--- config.mk ---
export PLATFORM = sky130hd
export DESIGN_NAME = forest_vote_accumulator_flat
export DESIGN_NICKNAME = d
export VERILOG_FILES = /design/src/rtl/forest_vote_accumulator_pkg.sv /design/src/rtl/forest_vote_accumulator_if.sv /design/src/rtl/forest_vote_accumulator_popcount.sv /design/src/rtl/forest_vote_accumulator.sv /design/src/flat_wrapper.sv
export SDC_FILE = /design/constraint.sdc
export NUM_CORES = 1
export LEC_CHECK = 0
export CAP_MARGIN = 20
export CELL_PAD_IN_SITES_DETAIL_PLACEMENT = 1
export CELL_PAD_IN_SITES_GLOBAL_PLACEMENT = 1
export CORE_MARGIN = 5
export CORE_UTILIZATION = 40
export CTS_CLUSTER_DIAMETER = 60
export DETAILED_ROUTE_END_ITERATION = 10
export GPL_ROUTABILITY_DRIVEN = 0
export PLACE_DENSITY = 0.83
export SYNTH_ARGS = -nofsm -noshare
export SYNTH_HDL_FRONTEND = slang
export SYNTH_SLANG_ARGS = --single-unit
--- constraint.sdc ---
create_clock -name clk -period 6.85 [get_ports clk]
set_input_delay 1.0275 -clock clk [delete_from_list [all_inputs] [get_ports clk]]
set_output_delay 1.0275 -clock clk [all_outputs]
set_load 0.02 [all_outputs]
--- src/rtl/forest_vote_accumulator_pkg.sv ---
// Shared constants, width helpers and FSM encoding for the forest vote accumulator.
// The default class/tree counts match the decision-tree bank upstream.
package forest_pkg;

    localparam int N_CLASSES = 7;
    localparam int N_TREES   = 4;

    // Class index width. It is never narrower than one bit.
    function automatic int cls_w(input int n_classes);
        return (n_classes <= 2) ? 1 : $clog2(n_classes);
    endfunction

    // Vote-count width. It holds every value from 0 to n_trees.
    function automatic int cnt_w(input int n_trees);
        return (n_trees <= 1) ? 1 : $clog2(n_trees + 1);
    endfunction

    typedef enum logic [1:0] {
        IDLE = 2'd0,
        SCAN = 2'd1,
        DONE = 2'd2
    } vote_state_t;

endpackage

--- src/rtl/forest_vote_accumulator_if.sv ---
// Sample-in / result-out handshake bundle of the forest vote accumulator.
// Master drives samples and consumes results; slave is the accumulator.
interface forest_vote_accumulator_if #(
    parameter int N_CLASSES = forest_pkg::N_CLASSES,
    parameter int N_TREES   = forest_pkg::N_TREES
);
    localparam int CLS_W = forest_pkg::cls_w(N_CLASSES);
    localparam int CNT_W = forest_pkg::cnt_w(N_TREES);

    logic [N_CLASSES*N_TREES-1:0] in_votes;
    logic                         in_valid;
    logic                         in_ready;
    logic [CLS_W-1:0]             out_class;
    logic [CNT_W-1:0]             out_count;
    logic                         out_tie;
    logic                         out_valid;
    logic                         out_ready;

    modport master (
        output in_votes, in_valid, out_ready,
        input  in_ready, out_class, out_count, out_tie, out_valid
    );

    modport slave (
        input  in_votes, in_valid, out_ready,
        output in_ready, out_class, out_count, out_tie, out_valid
    );

endinterface

--- src/rtl/forest_vote_accumulator_popcount.sv ---
// Combinational popcount of the per-class slice selected by idx.
// An idx outside the class range reads as an empty slice.
module forest_popcount #(
    parameter  int N_CLASSES = forest_pkg::N_CLASSES,
    parameter  int N_TREES   = forest_pkg::N_TREES,
    localparam int CLS_W     = forest_pkg::cls_w(N_CLASSES),
    localparam int CNT_W     = forest_pkg::cnt_w(N_TREES)
) (
    input  logic [N_CLASSES*N_TREES-1:0] votes,
    input  logic [CLS_W-1:0]             idx,
    output logic [CNT_W-1:0]             cnt
);

    logic [N_TREES-1:0] slice;

    always_comb begin
        slice = '0;
        for (int c = 0; c < N_CLASSES; c++) begin
            if (idx == CLS_W'(c)) slice = votes[c*N_TREES +: N_TREES];
        end
    end

    always_comb begin
        cnt = '0;
        for (int t = 0; t < N_TREES; t++) begin
            cnt = cnt + CNT_W'(slice[t]);
        end
    end

endmodule

--- src/rtl/forest_vote_accumulator.sv ---
// Registers one vote vector and scans one class per cycle for the most-voted class.
// A tie resolves to the lowest class index, and the tie flag reports it.
module forest_vote_accumulator #(
    parameter int N_CLASSES = forest_pkg::N_CLASSES,
    parameter int N_TREES   = forest_pkg::N_TREES
) (
    input logic                      clk,
    input logic                      rst,
    forest_vote_accumulator_if.slave bus
);
    import forest_pkg::*;

    localparam int CLS_W = cls_w(N_CLASSES);
    localparam int CNT_W = cnt_w(N_TREES);

    localparam logic [1:0] ST_IDLE = IDLE;
    localparam logic [1:0] ST_SCAN = SCAN;
    localparam logic [1:0] ST_DONE = DONE;

    localparam logic [CLS_W-1:0] LAST_IDX = CLS_W'(N_CLASSES - 1);

    logic [1:0]                   state_q;
    logic [N_CLASSES*N_TREES-1:0] vote_q;
    logic [CLS_W-1:0]             idx_q;
    logic [CLS_W-1:0]             cls_q;
    logic [CNT_W-1:0]             max_q;
    logic                         tie_q;
    logic [CNT_W-1:0]             cnt;

    forest_popcount #(
        .N_CLASSES (N_CLASSES),
        .N_TREES   (N_TREES)
    ) u_popcount (
        .votes (vote_q),
        .idx   (idx_q),
        .cnt   (cnt)
    );

    always_ff @(posedge clk) begin
        if (rst) begin
            state_q <= ST_IDLE;
            vote_q  <= '0;
            idx_q   <= '0;
            cls_q   <= '0;
            max_q   <= '0;
            tie_q   <= 1'b0;
        end else begin
            case (state_q)
                ST_IDLE: begin
                    if (bus.in_valid) begin
                        vote_q  <= bus.in_votes;
                        idx_q   <= '0;
                        state_q <= ST_SCAN;
                    end
                end
                ST_SCAN: begin
                    if (idx_q == '0) begin
                        max_q <= cnt;
                        cls_q <= '0;
                        tie_q <= 1'b0;
                    end else if (cnt > max_q) begin
                        max_q <= cnt;
                        cls_q <= idx_q;
                        tie_q <= 1'b0;
                    end else if (cnt == max_q) begin
                        tie_q <= 1'b1;
                    end
                    // idx parks on the last class so it never wraps.
                    if (idx_q == LAST_IDX) state_q <= ST_DONE;
                    else                   idx_q   <= idx_q + 1'b1;
                end
                ST_DONE: begin
                    if (bus.out_ready) state_q <= ST_IDLE;
                end
                default: state_q <= ST_IDLE;
            endcase
        end
    end

    assign bus.in_ready  = (state_q == ST_IDLE);
    assign bus.out_valid = (state_q == ST_DONE);
    assign bus.out_class = cls_q;
    assign bus.out_count = max_q;
    assign bus.out_tie   = tie_q;

endmodule
--- src/flat_wrapper.sv ---
// flat-port wrapper written by rule: the top's interface ports become plain ports
module forest_vote_accumulator_flat import forest_pkg::*;
#(
    parameter int N_CLASSES = forest_pkg::N_CLASSES,
    parameter int N_TREES   = forest_pkg::N_TREES
)
  (clk, rst, bus_in_votes, bus_in_valid, bus_out_ready, bus_in_ready, bus_out_class, bus_out_count, bus_out_tie, bus_out_valid);
  forest_vote_accumulator_if #(.N_CLASSES(N_CLASSES), .N_TREES(N_TREES)) bus_i ();
  input logic clk;
  input logic rst;
  input wire logic [$bits(bus_i.in_votes)-1:0] bus_in_votes;
  input wire logic [$bits(bus_i.in_valid)-1:0] bus_in_valid;
  input wire logic [$bits(bus_i.out_ready)-1:0] bus_out_ready;
  output wire logic [$bits(bus_i.in_ready)-1:0] bus_in_ready;
  output wire logic [$bits(bus_i.out_class)-1:0] bus_out_class;
  output wire logic [$bits(bus_i.out_count)-1:0] bus_out_count;
  output wire logic [$bits(bus_i.out_tie)-1:0] bus_out_tie;
  output wire logic [$bits(bus_i.out_valid)-1:0] bus_out_valid;
  assign bus_i.in_votes = bus_in_votes;
  assign bus_i.in_valid = bus_in_valid;
  assign bus_i.out_ready = bus_out_ready;
  assign bus_in_ready = bus_i.in_ready;
  assign bus_out_class = bus_i.out_class;
  assign bus_out_count = bus_i.out_count;
  assign bus_out_tie = bus_i.out_tie;
  assign bus_out_valid = bus_i.out_valid;
  forest_vote_accumulator #(.N_CLASSES(N_CLASSES), .N_TREES(N_TREES)) u_core (.clk(clk), .rst(rst), .bus(bus_i));
endmodule
==> impl_metrics.prom, run 1 <==
# TYPE chip_impl_metric gauge
chip_impl_metric{name="mappedNetlistNets",unit=""} 298
chip_impl_metric{name="fin_tns_setup",unit="ns"} 0
chip_impl_metric{name="initial_utilization",unit=""} 0.409
chip_impl_metric{name="cts.reportedPaths.clkPinSlew",unit="ns"} 0.08
chip_impl_info{name="hold_start",value="u_core.vote_q[5]"} 1
chip_impl_metric{name="antenna_found_initial",unit=""} 0
chip_impl_metric{name="ys_seq_elements",unit=""} 40
chip_impl_metric{name="post_synth_adder_cell_area",unit=""} 0.0700
chip_impl_metric{name="pwr-share-comb",unit=""} 0.221
chip_impl_info{name="r2r-start",value="u_core.idx_q[2]"} 1
chip_impl_metric{name="post_synth_inst_count",unit=""} 255
chip_impl_metric{name="synth_warnings",unit=""} 0
chip_impl_metric{name="power_report.internal_total",unit="uW"} 370
chip_impl_metric{name="path_max_fanout",unit=""} 20
chip_impl_metric{name="worst-r2r-cell-count",unit=""} 14
chip_impl_metric{name="dp_hpwl",unit="mm"} 3.60
chip_impl_metric{name="crit_required",unit="ns"} 7.06
chip_impl_metric{name="power.ir.vdd_worst",unit="uV"} 91.5
chip_impl_metric{name="synth.top_cell.area_share",unit=""} 0.386
chip_impl_metric{name="cts_hold_buffers",unit=""} 0
chip_impl_info{name="commonest_non_fill_non_tap_cell_in_the_layout",value="nand2_1"} 1
chip_impl_metric{name="total_number_of_vias",unit=""} 1794
chip_impl_info{name="synthTopCellsByArea",value="dfxtp_1 (39%), nand2_1 (12%), a21oi_1 (8.4%)"} 1
chip_impl_metric{name="num-nets-final",unit=""} 330
chip_impl_metric{name="groute.layer.met2.usage",unit=""} 0.268
chip_impl_metric{name="final_max_slew_viol_count",unit=""} 0
chip_impl_metric{name="timing_hold_violations_final",unit=""} 0
chip_impl_metric{name="mapped_avg_cell_area",unit="um^2"} 8.14
chip_impl_info{name="hold-path-endpoint",value="u_core.vote_q[5]"} 1
chip_impl_info{name="layout.cells.most_common_list",value="nand2_1 (67), dfxtp_1 (40), clkdlybuf4s50_1 (39)"} 1
chip_impl_metric{name="clock_power_share",unit=""} 0.282
chip_impl_metric{name="drc",unit=""} 0
chip_impl_metric{name="synth.mux.area_fraction",unit=""} 0.0338
chip_impl_metric{name="synth-xor-area-share",unit=""} 0
chip_impl_metric{name="detail_route.wirelength",unit="mm"} 4.99
chip_impl_metric{name="cts_buffers",unit=""} 5
chip_impl_metric{name="synth_area",unit="um^2"} 2070
chip_impl_metric{name="grt_pass1_wl",unit="mm"} 8.17
chip_impl_metric{name="port-buffer-count",unit=""} 40
chip_impl_metric{name="antenna_fix_cells",unit=""} 0
chip_impl_metric{name="final_antenna_net_count",unit=""} 0
chip_impl_info{name="cell_type_contributing_the_most_total_cell_area_after_synthesis",value="dfxtp_1"} 1
chip_impl_metric{name="area_growth_syn_to_layout",unit="%"} 23.5
chip_impl_metric{name="totalPowerFinal",unit="uW"} 512
chip_impl_metric{name="grtUsageMet1",unit=""} 0.197
chip_impl_metric{name="whs_path_depth",unit=""} 2
chip_impl_metric{name="power.switching",unit="uW"} 142
chip_impl_info{name="synth_top_family_by_area",value="simple AND/OR/NAND/NOR gates"} 1
chip_impl_metric{name="maximum_number_of_pins_on_one_net_before_global_route_repair",unit=""} 47
chip_impl_metric{name="cts.htree.levels",unit=""} 2
chip_impl_metric{name="reg_to_reg_setup_timing_slack",unit="ns"} 2.90
chip_impl_info{name="setup.worst_path.start_class",value="flip-flop"} 1
chip_impl_metric{name="cts.sinks",unit=""} 40
chip_impl_metric{name="seqCellArea",unit="um^2"} 801
chip_impl_metric{name="number_of_drc_markers_after_the_initial_detailed_route_iteration",unit=""} 82
chip_impl_metric{name="grt_util_met3",unit=""} 0.0329
chip_impl_metric{name="wl_per_cell",unit="um"} 14.0
chip_impl_metric{name="bufs_on_longest_clock_path",unit=""} 2
chip_impl_metric{name="synth_enable_flop_cells",unit=""} 0
chip_impl_metric{name="timing.final.ws_setup",unit="ns"} 2.90
chip_impl_metric{name="p_seq_frac",unit=""} 0.497
chip_impl_info{name="run_status",value="complete, no violations"} 1
chip_impl_info{name="timing.setup.critical_path_class",value="flip-flop to flip-flop"} 1
chip_impl_metric{name="design.die.area",unit="um^2"} 6730
chip_impl_metric{name="max-slew-margin-rel",unit=""} 0.498
chip_impl_metric{name="grt_resource_usage_total",unit=""} 0.156
chip_impl_info{name="endpoint_of_the_most_critical_register_to_register_path",value="u_core.bus.out_class[1]"} 1
chip_impl_metric{name="synth-seq-area-share",unit=""} 0.386
chip_impl_info{name="cts_tree",value="built"} 1
chip_impl_metric{name="gr-total-overflow",unit=""} 0
chip_impl_metric{name="post_cts.repair.setup_buffers",unit=""} 0
chip_impl_metric{name="report.final.setup_viol",unit=""} 0
chip_impl_metric{name="power.static_leakage",unit="nW"} 0.958
chip_impl_info{name="crit_path_end_kind",value="flip-flop"} 1
chip_impl_metric{name="period_minus_slack",unit="ns"} 3.95
chip_impl_metric{name="number_of_unique_standard_cell_types_used_by_synthesis",unit=""} 38
chip_impl_metric{name="tightestPinTransition",unit="ns"} 0.753
chip_impl_metric{name="die_width",unit="um"} 82.0
chip_impl_metric{name="multi_input_area",unit="um^2"} 1160
chip_impl_metric{name="fmax",unit="MHz"} 253
chip_impl_metric{name="cts_repair_resize_count",unit=""} 0
chip_impl_metric{name="die_height",unit="um"} 82.0
chip_impl_metric{name="insertion_delay",unit="ns"} 0.29
chip_impl_metric{name="routed_via_density",unit=""} 5.03
chip_impl_metric{name="power_per_cell_area",unit="nW/um^2"} 200
chip_impl_metric{name="final.setup_skew",unit="ns"} 0.0126
chip_impl_metric{name="synth_async_sr_flop_share",unit=""} 0
chip_impl_metric{name="swShare",unit=""} 0.278
chip_impl_metric{name="critPathArrivalTime",unit="ns"} 4.16
chip_impl_metric{name="drt_pre_antenna_iters",unit=""} 4
chip_impl_metric{name="area_fraction_in_compound_gates_after_synthesis",unit=""} 0.191
chip_impl_metric{name="worst_slack_placed",unit="ns"} 2.92
chip_impl_info{name="hold_path.class",value="flip-flop to flip-flop"} 1
chip_impl_info{name="rsz0062_at_grt",value="false"} 1
chip_impl_metric{name="hold_slack",unit="ns"} 0.460
chip_impl_metric{name="grt_pass1_vias",unit=""} 1798
chip_impl_metric{name="post_route_cells_drive_above_1_share",unit=""} 0.0662
chip_impl_metric{name="pin_count",unit=""} 41
chip_impl_metric{name="core_region_area",unit="um^2"} 5070
chip_impl_info{name="flip_flop_cell_with_the_highest_count_after_synthesis",value="dfxtp_1"} 1
chip_impl_metric{name="simple_gate_portion_of_the_synthesized_area",unit=""} 0.261
chip_impl_info{name="grt-busiest-layer",value="met2"} 1
chip_impl_metric{name="drv_cap",unit=""} 0
chip_impl_metric{name="final_min_period_over_clock_period",unit=""} 0.577
chip_impl_metric{name="filler_cell_count",unit=""} 643
chip_impl_info{name="clk_root_buffer_cell",value="clkbuf_8"} 1
chip_impl_metric{name="std_cell_rows",unit=""} 26
power by group through the flow:
stage / registers [mW] / clock network [mW] / logic, mW
floorplan: 0.259 / 0 / 0.0740
global placement: 0.260 / 0 / 0.109
detailed placement: 0.260 / 0 / 0.112
CTS: 0.255 / 0.151 / 0.114
global route: 0.256 / 0.158 / 0.126
finish: 0.255 / 0.144 / 0.113
cell type report:
cell class,instances,area share
multi-input combinational,192,0.453
timing repair buffer,41,0.160
sequential,40,0.312
clock buffer,6,0.0283
clock inverter,1,0.00195
tap,70,0.0342
inverter,7,0.0103
synthesized netlist by cell type, types with 3 or more instances:
master	number
a211oi_1	4
a21oi_1	35
a221o_1	4
a22o_1	4
buf_2	6
buf_4	3
clkbuf_1	5
dfxtp_1	40
ha_1	10
inv_1	7
mux2i_1	7
nand2_1	67
nand2b_1	10
nand3b_1	6
nor2_1	5
nor2b_1	8
o21ai_0	10
worst max-delay path by stage:
stage                                    endpoint  slack [ns]             from
after floorplan           u_core.bus.out_class[0]        3.30  u_core.idx_q[2]
after global placement    u_core.bus.out_class[0]        3.12  u_core.idx_q[0]
after global routing      u_core.bus.out_class[0]        2.62  u_core.idx_q[2]
final                     u_core.bus.out_class[1]        2.90  u_core.idx_q[2]
after CTS                 u_core.bus.out_class[1]        2.90  u_core.idx_q[2]
after detailed placement  u_core.bus.out_class[1]        2.92  u_core.idx_q[0]
sequential cells by signal, indices dropped and copies added, names as in the netlist:
signal and cells:
u_core.bus.out_class 3, u_core.bus.out_count 3, u_core.bus.out_tie 1, u_core.idx_q 3
u_core.state_q 2, u_core.vote_q 28
worst max-delay path, stage by stage (launching register included):
cell and delay, ns:
dfxtp_1 0.67, inv_1 0.12, ha_1 0.28, or2_1 0.28
a211oi_1 0.23, a221o_1 0.16, a22o_1 0.15, fa_1 0.42
ha_1 0.21, ha_1 0.19, ha_1 0.31, a21oi_1 0.18
o21ai_1 0.13, a31oi_4 0.29, mux2i_1 0.25
per-stage QoR:
stage | cells | instance area, um^2 | utilization
after floorplan | 255 | 2070 | -
after global placement | 349 | 2470 | 0.487
after detailed placement | 349 | 2470 | 0.487
after CTS | 356 | 2550 | 0.502
after global routing | 357 | 2560 | 0.505
final | 357 | 2560 | 0.505
kinds of logic after synthesis:
kind of cell | Yosys count
and+or+nand+nor | 110
AOI/OAI and AO/OA | 64
DFF | 40
buffers and inverters | 23
adders and majority gates | 11
muxes | 7
metal layers:
| layer | up-vias | wire length [um] |
|---|---|---|
| met2 | 28 | 2510 |
| met5 | - | 0 |
| met4 | 0 | 53 |
| li1 | 925 | - |
| met3 | 6 | 183 |
| met1 | 835 | 2240 |
No activity file was read; power rests on OpenSTA's default activity.
==> inputs of run 2 (changes only) <==
Settings changed: CORE_UTILIZATION 40 to 34, PLACE_DENSITY 0.83 to 0.75.
Clock period 6.85 ns to 3.5 ns, I/O delays scaled along.
==> impl_metrics.prom, run 2 (synthesis gave the netlist of run 1 again) <==
# TYPE chip_impl_metric gauge
chip_impl_metric{name="power.static_leakage",unit="nW"} 1.08
chip_impl_info{name="setup.worst_path.start_class",value="flip-flop"} 1
chip_impl_metric{name="worst_stage_delay_on_the_critical_path",unit="ns"} 0.46
chip_impl_metric{name="core_region_area",unit="um^2"} 5920
chip_impl_metric{name="flip_flop_count_of_the_largest_register_all_copies_and_words_added",unit=""} 28
chip_impl_metric{name="initial_utilization",unit=""} 0.350
chip_impl_metric{name="cts_buffers",unit=""} 5
chip_impl_metric{name="antenna_fix_cells",unit=""} 0
chip_impl_metric{name="area_growth_syn_to_layout",unit="%"} 40.5
chip_impl_metric{name="num-nets-final",unit=""} 349
chip_impl_metric{name="power.ir.vdd_worst",unit="uV"} 158
chip_impl_metric{name="path_max_fanout",unit=""} 6
chip_impl_metric{name="die_height",unit="um"} 88.1
chip_impl_metric{name="routed-wl-met2",unit="mm"} 2.72
chip_impl_metric{name="wl_per_cell",unit="um"} 14.8
chip_impl_metric{name="worst_slack_placed",unit="ns"} -0.164
chip_impl_info{name="rsz0062_at_grt",value="true"} 1
chip_impl_metric{name="period_minus_slack",unit="ns"} 3.42
chip_impl_metric{name="grt_resource_usage_total",unit=""} 0.151
chip_impl_info{name="layout.cells.most_common_list",value="nand2_1 (66), clkdlybuf4s50_1 (40), dfxtp_1 (38)"} 1
chip_impl_metric{name="antenna_found_initial",unit=""} 0
chip_impl_metric{name="bufs_on_longest_clock_path",unit=""} 2
chip_impl_metric{name="max-slew-margin-rel",unit=""} 0.604
chip_impl_metric{name="dp_hpwl",unit="mm"} 4.08
chip_impl_metric{name="fin_tns_setup",unit="ns"} 0
chip_impl_info{name="slowest_stage",value="fa_1"} 1
chip_impl_metric{name="wl_met1",unit="mm"} 2.62
chip_impl_info{name="critical-path-top-cell-by-count",value="ha_4"} 1
chip_impl_metric{name="cts.reportedPaths.clkPinSlew",unit="ns"} 0.08
chip_impl_info{name="commonest_non_fill_non_tap_cell_in_the_layout",value="nand2_1"} 1
chip_impl_info{name="hold_path.class",value="flip-flop to flip-flop"} 1
chip_impl_metric{name="crit_required",unit="ns"} 3.72
chip_impl_metric{name="cts.htree.levels",unit=""} 2
chip_impl_metric{name="post_route_cells_drive_above_1_share",unit=""} 0.215
chip_impl_info{name="run_status",value="complete, no violations"} 1
chip_impl_metric{name="drc",unit=""} 0
chip_impl_metric{name="port-buffer-count",unit=""} 40
chip_impl_metric{name="grt_pass1_vias",unit=""} 1921
chip_impl_metric{name="filler_cell_count",unit=""} 704
chip_impl_metric{name="maximum_number_of_pins_on_one_net_before_global_route_repair",unit=""} 29
chip_impl_info{name="dr_top_layer",value="met4"} 1
chip_impl_metric{name="routed-wl-met3",unit="um"} 220
chip_impl_metric{name="tightestPinTransition",unit="ns"} 0.592
chip_impl_metric{name="path_buf_inv",unit=""} 2
chip_impl_metric{name="die_width",unit="um"} 88.1
chip_impl_metric{name="timing.final.ws_setup",unit="ns"} 0.0850
chip_impl_metric{name="final_antenna_net_count",unit=""} 0
chip_impl_info{name="worstPathCellList",value="inv_4 > ha_4 > buf_6 > a21oi_2 > a211oi_2 > a221o_1 > a22o_1 > fa_1 > ha_2 > ha_4 > ha_4 > a21oi_4 > o21ai_2 > a31oi_4 > mux2i_1"} 1
chip_impl_info{name="timing.setup.critical_path_class",value="flip-flop to flip-flop"} 1
chip_impl_metric{name="cts.sinks",unit=""} 40
chip_impl_metric{name="gr-total-overflow",unit=""} 0
chip_impl_metric{name="critPathArrivalTime",unit="ns"} 3.63
chip_impl_metric{name="design.die.area",unit="um^2"} 7760
chip_impl_info{name="clk_root_buffer_cell",value="clkbuf_8"} 1
chip_impl_metric{name="report.final.setup_viol",unit=""} 0
chip_impl_metric{name="total_number_of_vias",unit=""} 1902
chip_impl_metric{name="final_min_period_over_clock_period",unit=""} 0.976
chip_impl_metric{name="insertion_delay",unit="ns"} 0.30
chip_impl_metric{name="std_cell_rows",unit=""} 28
chip_impl_metric{name="final_max_slew_viol_count",unit=""} 0
chip_impl_metric{name="routed_via_density",unit=""} 4.98
chip_impl_metric{name="post-route-cell-area",unit="um^2"} 2910
chip_impl_metric{name="fmax",unit="MHz"} 293
chip_impl_info{name="crit_path_end_kind",value="flip-flop"} 1
chip_impl_metric{name="number_of_drc_markers_after_the_initial_detailed_route_iteration",unit=""} 93
chip_impl_info{name="crit_family",value="compound AO/OA/AOI/OAI gates"} 1
chip_impl_metric{name="totalPowerFinal",unit="mW"} 1.12
chip_impl_metric{name="grt_pass1_wl",unit="mm"} 9.22
chip_impl_info{name="cts_tree",value="built"} 1
chip_impl_metric{name="place_area",unit="um^2"} 2590
chip_impl_metric{name="drv_cap",unit=""} 0
chip_impl_metric{name="timing_hold_violations_final",unit=""} 0
chip_impl_metric{name="final.setup_skew",unit="ns"} 0.0112
chip_impl_metric{name="pin_count",unit=""} 41
chip_impl_metric{name="cts_hold_buffers",unit=""} 0
chip_impl_metric{name="power_per_cell_area",unit="nW/um^2"} 383
chip_impl_metric{name="detail_route.wirelength",unit="mm"} 5.64
chip_impl_info{name="registers.top_by_ff_count",value="u_core.vote_q"} 1
chip_impl_metric{name="drt_pre_antenna_iters",unit=""} 4
## run 2: cell count changes in the layout (fill, tap and decap cells not counted), sizes merged
cell	previous run	this run
buf	2	20
clkdlybuf4s50	39	40
clkinv	1	0
clkinvlp	0	2
## run 2: final timing paths
path / depth (start not counted) / from / slack, ns / to
max reg2reg: 15 / u_core.idx_q[1] / 0.08 / u_core.bus.out_class[1]
max: 15 / u_core.idx_q[1] / 0.08 / u_core.bus.out_class[1]
min reg2reg: 2 / u_core.vote_q[19] / 0.46 / u_core.vote_q[19]
min: 2 / u_core.vote_q[19] / 0.46 / u_core.vote_q[19]
## run 2: report_power, final
part           internal (mW)  total (mW)  switching (mW)
sequential             0.479       0.500          0.0206
combinational          0.150       0.286           0.136
clock                  0.160       0.332           0.172
total                  0.788        1.12           0.329
## run 2: final cells by class
cell class	count	area (um^2)	share of cell area
clock buffers	6	82.6	0.0283
well taps	75	93.8	0.0322
inverters	7	28.8	0.00988
repair buffers	60	566	0.194
flip-flops and latches	40	808	0.277
clock inverters	2	15.0	0.00515
multi-input cells	192	1320	0.453
## run 2: repair_timing
action                                  CTS  global route
pin swaps                                 3            11
gates resized for setup                  22            19
endpoints found under the setup margin    7             6
buffers inserted                          1             5
## run 2: through the flow
step / util / hold slack, ns / instances
CTS: 0.474 / 0.466 / 377
global route: 0.492 / 0.485 / 382
global placement: 0.434 / 0.446 / 367
detailed placement: 0.437 / 0.454 / 368
floorplan: - / 0.436 / 255
finish: 0.492 / 0.462 / 382
## run 2: tightest hold or removal path: stages (launching register included)
cell     delay [ns]
dfxtp_1        0.32
nand2_1        0.05
a21oi_1        0.05
## run 2: layer usage
layer / GRT usage / up-vias
met5: 0 / -
met2: 0.258 / 30
met4: 0.0536 / 0
met1: 0.189 / 902
li1: - / 961
met3: 0.0320 / 9
